[src/rtl/ps2_pkg.sv]
// Shared types and constants for the PS/2 host-side transmit and receive paths.
package ps2_pkg;

  typedef enum logic [2:0] {
    IDLE,
    INHIBIT,
    REQ,
    SEND,
    ACK,
    WAIT_IDLE
  } ps2_state_e;

  localparam logic [7:0] CMD_SET_LEDS = 8'hED;
  localparam logic [7:0] CMD_ENABLE   = 8'hF4;
  localparam logic [7:0] CMD_RESET    = 8'hFF;
  localparam logic [7:0] RSP_ACK      = 8'hFA;
  localparam logic [7:0] RSP_RESEND   = 8'hFE;

  localparam int INHIBIT_CYCLES_DEF = 6000;
  localparam int TIMEOUT_CYCLES_DEF = 750000;
  localparam int FILTER_CYCLES_DEF  = 8;

  // Last device clock fall of the host-driven part of the frame (stop bit).
  localparam logic [3:0] STOP_FALL = 4'd10;

  function automatic logic odd_parity(input logic [7:0] data);
    return ~^data;
  endfunction

endpackage

[src/rtl/ps2_line_sync.sv]
// Conditions the raw PS2_CLK/PS2_DAT levels: 2-FF synchronizers, a stability
// filter on the clock and a one-cycle strobe on each filtered falling edge.
module ps2_line_sync
  import ps2_pkg::*;
#(
  parameter int FILTER_CYCLES = FILTER_CYCLES_DEF
) (
  input  logic i_clk,
  input  logic i_srst,
  input  logic i_ps2_clk,
  input  logic i_ps2_dat,
  output logic o_clk_filt,
  output logic o_dat_sync,
  output logic o_fall
);

  localparam int CW = (FILTER_CYCLES > 1) ? $clog2(FILTER_CYCLES) : 1;
  localparam logic [CW-1:0] FILT_LAST = CW'(FILTER_CYCLES - 1);

  logic [1:0]    r_clk_sync;
  logic [1:0]    r_dat_sync;
  logic          r_clk_filt;
  logic          r_clk_filt_d;
  logic [CW-1:0] r_filt_cnt;

  // Lines idle high, so reset to 1 to avoid a spurious fall after reset.
  always_ff @(posedge i_clk) begin
    if (i_srst) begin
      r_clk_sync   <= 2'b11;
      r_dat_sync   <= 2'b11;
      r_clk_filt   <= 1'b1;
      r_clk_filt_d <= 1'b1;
      r_filt_cnt   <= '0;
    end else begin
      r_clk_sync   <= {r_clk_sync[0], i_ps2_clk};
      r_dat_sync   <= {r_dat_sync[0], i_ps2_dat};
      r_clk_filt_d <= r_clk_filt;
      if (r_clk_sync[1] == r_clk_filt) begin
        r_filt_cnt <= '0;
      end else if (r_filt_cnt == FILT_LAST) begin
        r_clk_filt <= r_clk_sync[1];
        r_filt_cnt <= '0;
      end else begin
        r_filt_cnt <= r_filt_cnt + CW'(1);
      end
    end
  end

  assign o_clk_filt = r_clk_filt;
  assign o_dat_sync = r_dat_sync[1];
  assign o_fall     = r_clk_filt_d & ~r_clk_filt;

endmodule

[src/rtl/ps2_host_tx.sv]
// PS/2 host-to-device byte transmitter: inhibit, request-to-send, clock out
// data/parity/stop on device clock falls, then check the device ack.
module ps2_host_tx
  import ps2_pkg::*;
#(
  parameter int INHIBIT_CYCLES = INHIBIT_CYCLES_DEF,
  parameter int TIMEOUT_CYCLES = TIMEOUT_CYCLES_DEF,
  parameter int FILTER_CYCLES  = FILTER_CYCLES_DEF
) (
  input  logic       CLOCK_50,
  input  logic       reset,
  input  logic [7:0] tx_data,
  input  logic       tx_valid,
  output logic       tx_ready,
  output logic       tx_done,
  output logic       tx_error,
  output logic       busy,
  input  logic       ps2_clk_in,
  input  logic       ps2_dat_in,
  output logic       ps2_clk_oe,
  output logic       ps2_dat_oe
);

  localparam int IW = (INHIBIT_CYCLES > 1) ? $clog2(INHIBIT_CYCLES) : 1;
  localparam int TW = (TIMEOUT_CYCLES > 1) ? $clog2(TIMEOUT_CYCLES) : 1;
  localparam logic [IW-1:0] INH_LAST = IW'(INHIBIT_CYCLES - 1);
  localparam logic [TW-1:0] TO_LAST  = TW'(TIMEOUT_CYCLES - 1);

  ps2_state_e    r_state, w_state_next;
  logic [7:0]    r_data, w_data_next;
  logic          r_parity, w_parity_next;
  logic [3:0]    r_bit_cnt, w_bit_cnt_next;
  logic [IW-1:0] r_inh_cnt, w_inh_cnt_next;
  logic [TW-1:0] r_to_cnt, w_to_cnt_next;
  logic          r_clk_oe, w_clk_oe_next;
  logic          r_dat_oe, w_dat_oe_next;
  logic          w_tx_done, w_tx_error;
  logic          w_clk_filt, w_dat_sync, w_fall;
  logic          w_timed, w_timeout;
  logic [3:0]    w_bit_inc;

  ps2_line_sync #(
    .FILTER_CYCLES(FILTER_CYCLES)
  ) u_line_sync (
    .i_clk      (CLOCK_50),
    .i_srst     (reset),
    .i_ps2_clk  (ps2_clk_in),
    .i_ps2_dat  (ps2_dat_in),
    .o_clk_filt (w_clk_filt),
    .o_dat_sync (w_dat_sync),
    .o_fall     (w_fall)
  );

  assign w_timed   = (r_state == SEND) || (r_state == ACK) || (r_state == WAIT_IDLE);
  assign w_timeout = w_timed && (r_to_cnt == TO_LAST);
  assign w_bit_inc = r_bit_cnt + 4'd1;

  always_comb begin
    w_state_next   = r_state;
    w_data_next    = r_data;
    w_parity_next  = r_parity;
    w_bit_cnt_next = r_bit_cnt;
    w_inh_cnt_next = '0;
    w_to_cnt_next  = '0;
    w_clk_oe_next  = 1'b0;
    w_dat_oe_next  = 1'b0;
    w_tx_done      = 1'b0;
    w_tx_error     = 1'b0;
    if (w_timed) begin
      w_to_cnt_next = w_fall ? '0 : r_to_cnt + TW'(1);
    end
    case (r_state)
      IDLE: begin
        w_bit_cnt_next = '0;
        if (tx_valid) begin
          w_data_next   = tx_data;
          w_parity_next = odd_parity(tx_data);
          w_state_next  = INHIBIT;
          w_clk_oe_next = 1'b1;
        end
      end
      INHIBIT: begin
        w_clk_oe_next = 1'b1;
        if (r_inh_cnt == INH_LAST) begin
          w_state_next  = REQ;
          w_dat_oe_next = 1'b1;
        end else begin
          w_inh_cnt_next = r_inh_cnt + IW'(1);
        end
      end
      REQ: begin
        // Release CLK but keep the start bit on DAT.
        w_state_next  = SEND;
        w_dat_oe_next = 1'b1;
      end
      SEND: begin
        w_dat_oe_next = r_dat_oe;
        if (w_fall) begin
          w_bit_cnt_next = w_bit_inc;
          if (w_bit_inc <= 4'd8) begin
            w_dat_oe_next = ~r_data[r_bit_cnt[2:0]];
          end else if (w_bit_inc == 4'd9) begin
            w_dat_oe_next = ~r_parity;
          end else if (w_bit_inc == STOP_FALL) begin
            w_state_next = ACK;
          end
        end
      end
      ACK: begin
        if (w_fall) begin
          if (w_dat_sync) begin
            w_tx_error   = 1'b1;
            w_state_next = IDLE;
          end else begin
            w_state_next = WAIT_IDLE;
          end
        end
      end
      WAIT_IDLE: begin
        if (w_clk_filt && w_dat_sync) begin
          w_tx_done    = 1'b1;
          w_state_next = IDLE;
        end
      end
      default: w_state_next = IDLE;
    endcase
    // A stalled device wins over anything else happening this cycle.
    if (w_timeout) begin
      w_state_next   = IDLE;
      w_clk_oe_next  = 1'b0;
      w_dat_oe_next  = 1'b0;
      w_tx_done      = 1'b0;
      w_tx_error     = 1'b1;
      w_bit_cnt_next = '0;
      w_to_cnt_next  = '0;
    end
  end

  always_ff @(posedge CLOCK_50) begin
    if (reset) begin
      r_state   <= IDLE;
      r_bit_cnt <= '0;
      r_inh_cnt <= '0;
      r_to_cnt  <= '0;
      r_clk_oe  <= 1'b0;
      r_dat_oe  <= 1'b0;
    end else begin
      r_state   <= w_state_next;
      r_bit_cnt <= w_bit_cnt_next;
      r_inh_cnt <= w_inh_cnt_next;
      r_to_cnt  <= w_to_cnt_next;
      r_clk_oe  <= w_clk_oe_next;
      r_dat_oe  <= w_dat_oe_next;
    end
  end

  always_ff @(posedge CLOCK_50) begin
    r_data   <= w_data_next;
    r_parity <= w_parity_next;
  end

  assign tx_ready   = (r_state == IDLE);
  assign busy       = (r_state != IDLE);
  assign tx_done    = w_tx_done;
  assign tx_error   = w_tx_error;
  assign ps2_clk_oe = r_clk_oe;
  assign ps2_dat_oe = r_dat_oe;

endmodule

[config.mk]
export PLATFORM = sky130hd
export DESIGN_NAME = ps2_host_tx
export DESIGN_NICKNAME = d
export VERILOG_FILES = /design/src/rtl/ps2_pkg.sv /design/src/rtl/ps2_line_sync.sv /design/src/rtl/ps2_host_tx.sv
export SDC_FILE = /design/constraint.sdc
export NUM_CORES = 1
export LEC_CHECK = 0
export CAP_MARGIN = 20
export CORE_MARGIN = 1
export CORE_UTILIZATION = 52
export DETAILED_ROUTE_END_ITERATION = 6
export GPL_ROUTABILITY_DRIVEN = 1
export HOLD_SLACK_MARGIN = 0.12
export PLACE_DENSITY_LB_ADDON = 0.25
export SLEW_MARGIN = 20
export SYNTH_ARGS = -nofsm -noshare
export SYNTH_HDL_FRONTEND = slang
export SYNTH_SLANG_ARGS = --single-unit
[constraint.sdc]
create_clock -name CLOCK_50 -period 1.7 [get_ports CLOCK_50]
set_input_delay 0.34 -clock CLOCK_50 [delete_from_list [all_inputs] [get_ports CLOCK_50]]
set_output_delay 0.34 -clock CLOCK_50 [all_outputs]
set_load 0.01 [all_outputs]
==> flow_metrics.py <==
metrics = {
    "worst_setup_path": {
        "cp-startpoint": "r_state[2]",
        "criticalPathCategory": "reg2out",
        "cp-start-kind": "flip-flop",
        "r2r_start": "r_bit_cnt[1]",
        "crit_fanout": 2,
        "reg2regPathDepth": 7,
        "reg2reg_slack_ns": -0.06,
        "crit_required_ns": 1.36,
        "crit_path_end_kind": "primary output",
        "arrival_ns": 1.74,
        "r2r_end": "r_state[0]",
    },
    "finish": {
        "fillers": 369,
        "final_util_pct": 75.5,
        "num-nets-final": 391,
        "design_area_um2": 3880,
        "diodes": 0,
        "layout-drive-gt1-share_pct": 35.9,
        "fin_cells": 446,
        "syn2layout_area_growth_pct": 39.4,
    },
    "sta": {
        "fin_crit_sh_pct": 123,
        "rsz0062_at_grt": "true",
        "setup_viol": 6,
        "finalHoldViolCount": 0,
        "skew_ns": 0.00552,
        "fmax_ghz": 0.480,
        "finalWorstSetupSlack_ns": -0.385,
        "fin_crit_ns": 2.08,
        "drv_slew": 0,
        "worstMarginPinSlew_ns": 0.375,
        "slew_headroom_pct": 74.7,
    },
    "placement": {
        "placedCellCount": 420,
        "dpl_cell_area_um2": 3390,
        "hpwlAfterDp_mm": 4.18,
        "pre_cts_slack_ns": -0.442,
        "globalplace.congestion": 0.883,
        "portBuffers": 18,
    },
    "yosys": {
        "synth_edf_count": 9,
        "synth_warnings": 0,
        "synth_fa_ha_area_share_pct": 3.15,
        "synth_xor_area_share_pct": 11.6,
        "synth_fp_nets": 310,
        "synth_seq_cells": 60,
        "synth_top_area_cell": "dfxtp_1",
        "synthSimpleGateAreaFrac_pct": 25.6,
        "yosysMostFrequentCell": "dfxtp_1",
        "synthArstFlopShare_pct": 0,
        "synth_commonest_cells": "51 x dfxtp_1, 50 x nor2_1, 26 x xnor2_1",
        "synth_compound_area_share_pct": 6.70,
        "seq_area_frac_synth_pct": 46.4,
        "ys.flop_type": "dfxtp_1",
        "yosysUniqueCellTypes": 48,
        "synth_top_area_share_pct": 36.7,
        "synth.mux.area_fraction_pct": 2.25,
        "synth_area_um2": 2780,
        "avgSynthCellArea_um2": 9.60,
        "syn_inst": 290,
        "synth_area_leaders": "dfxtp_1 37%, edfxtp_1 9.7%, xnor2_1 8.2%",
        "synth_top_family_by_area": "simple AND/OR/NAND/NOR gates",
    },
    "pwr": {
        "p_switching_w": 0.000706,
        "seqPwrFrac_pct": 49.9,
        "clockPowerShare_pct": 40.1,
        "power_w": 0.00303,
        "combPwrFrac_pct": 9.9,
        "p_per_area_nw_per_um2": 780,
        "power_leakage_nw": 1.40,
        "intPower_w": 0.00232,
        "swShare_pct": 23.3,
        "ir_worst_vdd_v": 0.000633,
    },
    "min_path": {
        "hold_path_startpoint": "u_line_sync.r_clk_sync[0]",
        "holdCritPathClass": "reg2reg",
        "whs_path_depth": 1,
        "hold_end": "u_line_sync.r_clk_sync[1]",
    },
    "routing": {
        "ant_nets": 0,
        "wl_per_cell_um": 15.3,
        "vias_per_cell": 5.42,
        "drtPass1Iterations": 4,
        "drc": 0,
        "wirelength_mm": 6.83,
        "first_iter_violations": 122,
        "num_vias": 2416,
    },
    "die": {
        "fp.coreArea_um2": 5140,
        "start_util_pct": 54.2,
        "die_area_um2": 5650,
        "die_h_um": 75.2,
        "num_rows": 26,
        "die_w_um": 75.2,
        "ios": 19,
    },
    "run_status": {
        "outcome": "finished with violations",
        "violations": "setup timing",
    },
    "global_route": {
        "grtUsageTotal_pct": 24.8,
        "grt_max_degree": 14,
        "grt_pass1_wl_mm": 10.3,
        "grt_pass1_vias": 2260,
        "grt_overflow": 0,
        "grt_antenna_before_repair": 0,
    },
    "clock_tree": {
        "ctsHoldBuffers": 0,
        "path_clk_slew_ns": 0.06,
        "cts_buffers": 9,
        "cts_sinks": 60,
        "clock_latency_ns": 0.34,
        "clockBufferDepth": 2,
        "cts_tree": "yes",
        "cts_root_buf": "clkbuf_8",
        "htree_levels": 3,
    },
    "flow_run": {
        "cap_viol_max_count": 0,
    },
}
==> what timing repair did <==
action | 4_1_cts | 5_1_grt
setup endpoints to repair | 22 | 38
cloned | 2 | 2
pin swaps | 12 | 22
gates resized for setup | 41 | 34
buffers inserted | 4 | 3
==> flip-flops by register name, indices dropped and copies added (netlist names) <==
name and count:
u_line_sync.r_filt_cnt 3, ps2_clk_oe 1, u_line_sync.r_dat_sync 2, u_line_sync.r_clk_filt_d 1
r_state 3, r_bit_cnt 4, r_to_cnt 20, ps2_dat_oe 1
r_data 8, u_line_sync.r_clk_sync 2, r_inh_cnt 13, r_parity 1
u_line_sync.o_clk_filt 1
==> stage by stage <==
stage,hold slack [ns],setup TNS [ns]
2_1_floorplan,0.389,-0.0676
4_1_cts,0.408,-0.823
5_1_grt,0.420,-1.78
6_report,0.406,-0.880
3_5_place_dp,0.396,-4.33
3_3_place_gp,0.393,-3.56
==> cells by family (layout without fill, tap and decap cells) <==
kind of cell    Yosys count  after routing
simple gates            136            136
flops                    60             60
xor+xnor                 37             37
compound gates           25             28
buf+inv                  20            103
fa+ha+maj                 7              7
mux                       5              5
==> power groups by stage <==
stage	logic [W]	registers [W]	clock network (W)
after CTS	0.000291	0.00151	0.00122
after floorplan	0.000148	0.00153	0
after global routing	0.000324	0.00151	0.00129
after global placement	0.000261	0.00154	0
after detailed placement	0.000266	0.00154	0
final	0.000300	0.00151	0.00122
==> worst max path at each step <==
stage	to	slack (ns)	depth (start not counted)
2_1_floorplan	r_state[0]	-0.07	8
3_3_place_gp	tx_done	-0.37	5
3_5_place_dp	tx_done	-0.44	5
4_1_cts	tx_done	-0.40	5
5_1_grt	tx_done	-0.49	5
6_report	tx_done	-0.38	5
==> worst max-delay path: stages, from the launching register on <==
cell and delay [ns]:
dfxtp_2 0.32, nand3b_1 0.22, a2111oi_4 0.34, nand4_1 0.17, and3_1 0.22, buf_2 0.14
==> placed cells by master, fill, tap and decap left out, types with 8 or more instances in the layout <==
cell / n
nor2_1: 36
buf_4: 54
clkbuf_8: 9
nand2_1: 13
nand4_1: 8
edfxtp_1: 9
nor2_2: 14
xor2_1: 11
clkdlybuf4s50_1: 14
dfxtp_2: 8
nand3_1: 10
xnor2_1: 26
dfxtp_1: 43
==> metal layers <==
| layer | up-vias | part of all wire (%) | GRT usage [%] |
|---|---|---|---|
| met2 | 57 | 52 | 42.1 |
| met1 | 1167 | 42 | 29.6 |
| met3 | 16 | 3.8 | 4.69 |
| li1 | 1176 | - | - |
| met4 | 0 | 2.3 | 13.6 |
| met5 | - | 0 | 0 |
==> area by class of cell <==
class	instances	area, um2	area share (%)
inverters	9	33.8	0.870
well taps	70	87.6	2.26
clock inverters	3	37.5	0.967
flip-flops and latches	60	1300	33.5
clock buffers	13	139	3.58
repair buffers	78	663	17.1
multi-input cells	213	1620	41.7
(Power assumes the default switching activity.)
==> edit 1 (same flow settings) <==
Reset style: asynchronous (`i_srst` and `reset`), changed in 2 clocked blocks.
--- a/src/rtl/ps2_line_sync.sv
+++ b/src/rtl/ps2_line_sync.sv
@@ -26,3 +26,3 @@
   // Lines idle high, so reset to 1 to avoid a spurious fall after reset.
-  always_ff @(posedge i_clk) begin
+  always_ff @(posedge i_clk or posedge i_srst) begin
     if (i_srst) begin
--- a/src/rtl/ps2_host_tx.sv
+++ b/src/rtl/ps2_host_tx.sv
@@ -138,3 +138,3 @@
 
-  always_ff @(posedge CLOCK_50) begin
+  always_ff @(posedge CLOCK_50 or posedge reset) begin
     if (reset) begin
Check against the original RTL: differs if reset is asserted again (counterexample within 4 cycles, from zero or initial values and one cycle with reset high); with reset held inactive, the same outputs for 10 cycles.
==> edit 1 against the original RTL <==
The run still ends with setup timing left. Routed wire length increased by 6.8%. Total power increased by 7.8%. Combinational power decreased by 17%. Cell area increased by 12%. Sequential cell count unchanged. Worst setup slack got worse by 0.19 ns. Area after synthesis increased by 9.0%. Synthesized cell count unchanged.
==> edit 1: results (changes against the original RTL) <==
grt_util_all_layers_pct: 25.33  # +0.54 points
synth_area_leaders: "dfrtp_1 (37%), edfxtp_1 (8.9%), nor2_1 (6.3%)"
drive_gt1_share_pct: 35.95  # +0.045 points
p_leak_uw: 0.001963  # +41%
finalSetupViolations: 30  # +24
finalWorstSetupSlack_ns: -0.5763  # -0.1915 ns
postSynth.asyncResetShare_pct: 85.00  # +85 points
vias: 2555  # +5.8%
nNetsFinal: 411  # +5.1%
ys_seq_area_share_pct: 51.20  # +4.8 points
max-slew-margin-rel_pct: 72.08  # -2.7 points
min_path_type: "in2async"
clock_skew_ns: 0.01047  # +0.004944 ns
dpl-instance-area_mm2: 0.003881  # +15%
synthTopCellsByCount: "nor2_1 (51), dfrtp_1 (45), xnor2_1 (21)"
failed_checks: "setup timing"
dp_hpwl_um: 4794  # +15%
ys_types: 49  # +2.1%
outcome: "finished with violations"
pre_cts_ws_ns: -0.6284  # -0.1864 ns
place_inst: 439  # +4.5%
drt-wirelength-per-cell_um: 15.62  # +2.0%
syn_area_per_cell_um2: 10.47  # +9.0%
grt_pass1_wl_um: 11740  # +14%
grt_pass1_vias: 2537  # +12%
crit_arrival_ns: 1.94  # +0.20 ns
globalplace.congestion: 0.9106  # +3.2%
critical_path.max_fanout: 3  # +1
synthesis.nets: 311  # +0.32%
==> edit 1: worst max-delay path, stage by stage (launching register included) <==
cell	delay (ns)
dfrtp_1	0.39
or4b_4	0.55
nor3_4	0.16
and2_4	0.18
o21ai_2	0.05
o21ai_1	0.11
buf_2	0.15
==> edit 1: metal layers <==
layer / up-vias / wire length, µm / global-route usage (%)
li1: 1208 / - / -
met1: 1271 / 3150 / 32.17
met2: 60 / 3709 / 42.46
met3: 16 / 270 / 5.000
met4: 0 / 163 / 10.37
met5: - / 0 / 0
==> edit 1: kinds of logic after synthesis <==
kind of cell	Yosys count	share of synthesized area, %
XOR/XNOR	38	10.96
flip-flops	60	51.20
buffers and inverters	19	2.515
adder cells (fa/ha/maj)	8	3.298
AND/OR/NAND/NOR	136	23.95
AO/OA/AOI/OAI	23	5.194
multiplexers	6	2.885
==> edit 1: power by group <==
part / internal [µW] / switching (µW)
clock network: 895 / 553
logic: 127 / 121
registers: 1530 / 36.1
total: 2550 / 710
==> edit 1: area by class of cell <==
type	instances	area, µm²
Clock buffer	11	151.4
Inverter	10	40.04
Multi-Input combinational cell	211	1579
Sequential cell	60	1556
Tap cell	72	90.09
Clock inverter	5	73.82
Timing Repair Buffer	98	838.3
Fill cell	339	1245
==> edit 1: timing repair <==
item | 4_1_cts | 5_1_grt
hold buffers | 0 | 0
endpoints found under the setup margin | 32 | 37
setup buffers | 20 | 8
pin swaps | 6 | 10
gates resized for setup | 24 | 19
gates cloned | 1 | 0
==> edit 1: final timing paths <==
kind                                             endpoint  cells after the start                 startpoint  slack, ns
worst max-delay path                             tx_error                      6               r_to_cnt[10]      -0.58
worst min-delay path            u_line_sync.r_filt_cnt[1]                      3                      reset       0.35
worst max register to register               r_to_cnt[17]                      7               r_to_cnt[10]      -0.27
worst min register to register  u_line_sync.r_clk_sync[1]                      0  u_line_sync.r_clk_sync[0]       0.36
max in group asynchronous       u_line_sync.r_clk_sync[0]                      3                      reset       1.10
min in group CLOCK_50           u_line_sync.r_clk_sync[1]                      0  u_line_sync.r_clk_sync[0]       0.36
==> edit 1: metrics by stage <==
step / TNS [ns] / power, µW
2_1_floorplan: -0.2084 / 1722
3_3_place_gp: -3.742 / 1817
3_5_place_dp: -5.251 / 1833
4_1_cts: -7.900 / 3271
5_1_grt: -8.939 / 3398
6_report: -6.944 / 3263
==> edit 2 (same flow settings) <==
Without the edit above. `INHIBIT_CYCLES_DEF`: 6000 -> 24000.
--- a/src/rtl/ps2_pkg.sv
+++ b/src/rtl/ps2_pkg.sv
@@ -18,3 +18,3 @@
 
-  localparam int INHIBIT_CYCLES_DEF = 6000;
+  localparam int INHIBIT_CYCLES_DEF = 24000;
   localparam int TIMEOUT_CYCLES_DEF = 750000;
Formal check against the unedited RTL: no difference found for any inputs over 10 cycles, from zero or initial values and one cycle with reset high; that may be too few to reach the edited logic, so the function may still have changed.
==> edit 2 against the original RTL <==
Area after synthesis increased by 2.2%. Critical path depth stayed put. Sequential share of layout area increased by 1.2 points. Final cell count grew 3.1%. First-iteration DRC count decreased by 8.2%. Highest routed layer unchanged. Worst setup slack got worse by 0.15 ns. The flow still finishes with violations (setup timing). Sequential cell count rose by 2. Critical endpoint is now tx_error. Via count increased by 0.75%. Routed wire length fell by 6.6%. Cell area fell by 0.23%.
Power is not compared: it rests on default switching activity, and its combinational part moved more than twofold at a synthesized area within 25%.
==> edit 2: results (changes against the original RTL) <==
cts_resized: 29  # -29%
synth-xor-area-share_pct: 12.01  # +0.36 points
synth_area_leaders: "dfxtp_1 (37%), edfxtp_1 (9.5%), nor2_1 (6.6%)"
crit_end: "tx_error"
dpl-instance-area_mm2: 0.003560  # +5.1%
crit_path_max_incr_delay_ns: 0.54  # +0.20 ns
reg2reg_depth: 8  # +1
met2_length_um: 3346  # -5.4%
finalSetupViolations: 33  # +27
use_met2_pct: 42.00  # -0.14 points
grt_util_all_layers_pct: 23.63  # -1.2 points
ys_seq_area_share_pct: 46.79  # +0.41 points
muxShareOfSynthArea_pct: 1.891  # -0.36 points
r2r_end: "ps2_clk_oe"
crit_arrival_ns: 1.90  # +0.16 ns
max-slew-margin-rel_pct: 68.14  # -6.6 points
ff2ff_setup_slack_ns: -0.45  # -0.39 ns
grt_pass1_wl_um: 10670  # +3.8%
finalWorstSetupSlack_ns: -0.5364  # -0.1516 ns
fin_hold_ws_ns: 0.4143  # +0.007869 ns
synthTopCellsByCount: "dfxtp_1 (53), nor2_1 (50), xor2_1 (20)"
synth_compound_area_share_pct: 7.916  # +1.2 points
drive_gt1_share_pct: 31.54  # -4.4 points
slowest_stage: "or4b_4"
grtUsageMet3_pct: 7.186  # +2.5 points
met1_usage_pct: 25.48  # -4.2 points
syn_area_per_cell_um2: 9.678  # +0.81%
via_per_inst: 5.291  # -2.3%
outcome: "finished with violations"
synthesis.nets: 314  # +1.3%
routedLengthMet1_um: 2606  # -9.2%
place_inst: 435  # +3.6%
failed_checks: "setup timing"
fin_setup_tns_ns: -12.78  # -11.90 ns
top_regs: "r_to_cnt: 20 flops, r_inh_cnt: 15 flops, r_data: 8 flops"
synth_fa_ha_area_share_pct: 3.078  # -0.068 points
nNetsFinal: 405  # +3.6%
drtIter0Drc: 112  # -8.2%
postCtsSetupBuffers: 5  # +1
wirelength_um: 6375  # -6.6%
==> edit 2: changes by cell type after synthesis, sizes merged, moves of 3 or more <==
cell	unedited run	this run
and3	8	5
xor2	11	20
buf	9	4
xnor2	26	19
a21oi	8	11
nor3	10	4
nand4	8	11
clkbuf	2	6
==> edit 2: layout make-up <==
type	count	area, µm²
Inverter	9	36.28
Clock buffer	12	155.1
Multi-Input combinational cell	215	1485
Clock inverter	4	45.04
Sequential cell	62	1345
Fill cell	350	1300
Timing Repair Buffer	88	718.2
Tap cell	70	87.58
==> edit 2: worst register-to-register path, stage by stage (launching register included) <==
cell	delay, ns
dfxtp_2	0.32
or4b_4	0.54
nor4_4	0.30
buf_4	0.16
buf_4	0.10
buf_4	0.09
a21o_1	0.23
buf_4	0.23
nor2_1	0.06
==> edit 2: power groups by stage <==
stage	Clock, µW	Sequential [µW]	Combinational, µW
after detailed placement	0	1700	730
after CTS	1310	1670	843
after global routing	1360	1680	950
after floorplan	0	1690	392
after global placement	0	1700	708
final	1290	1670	888
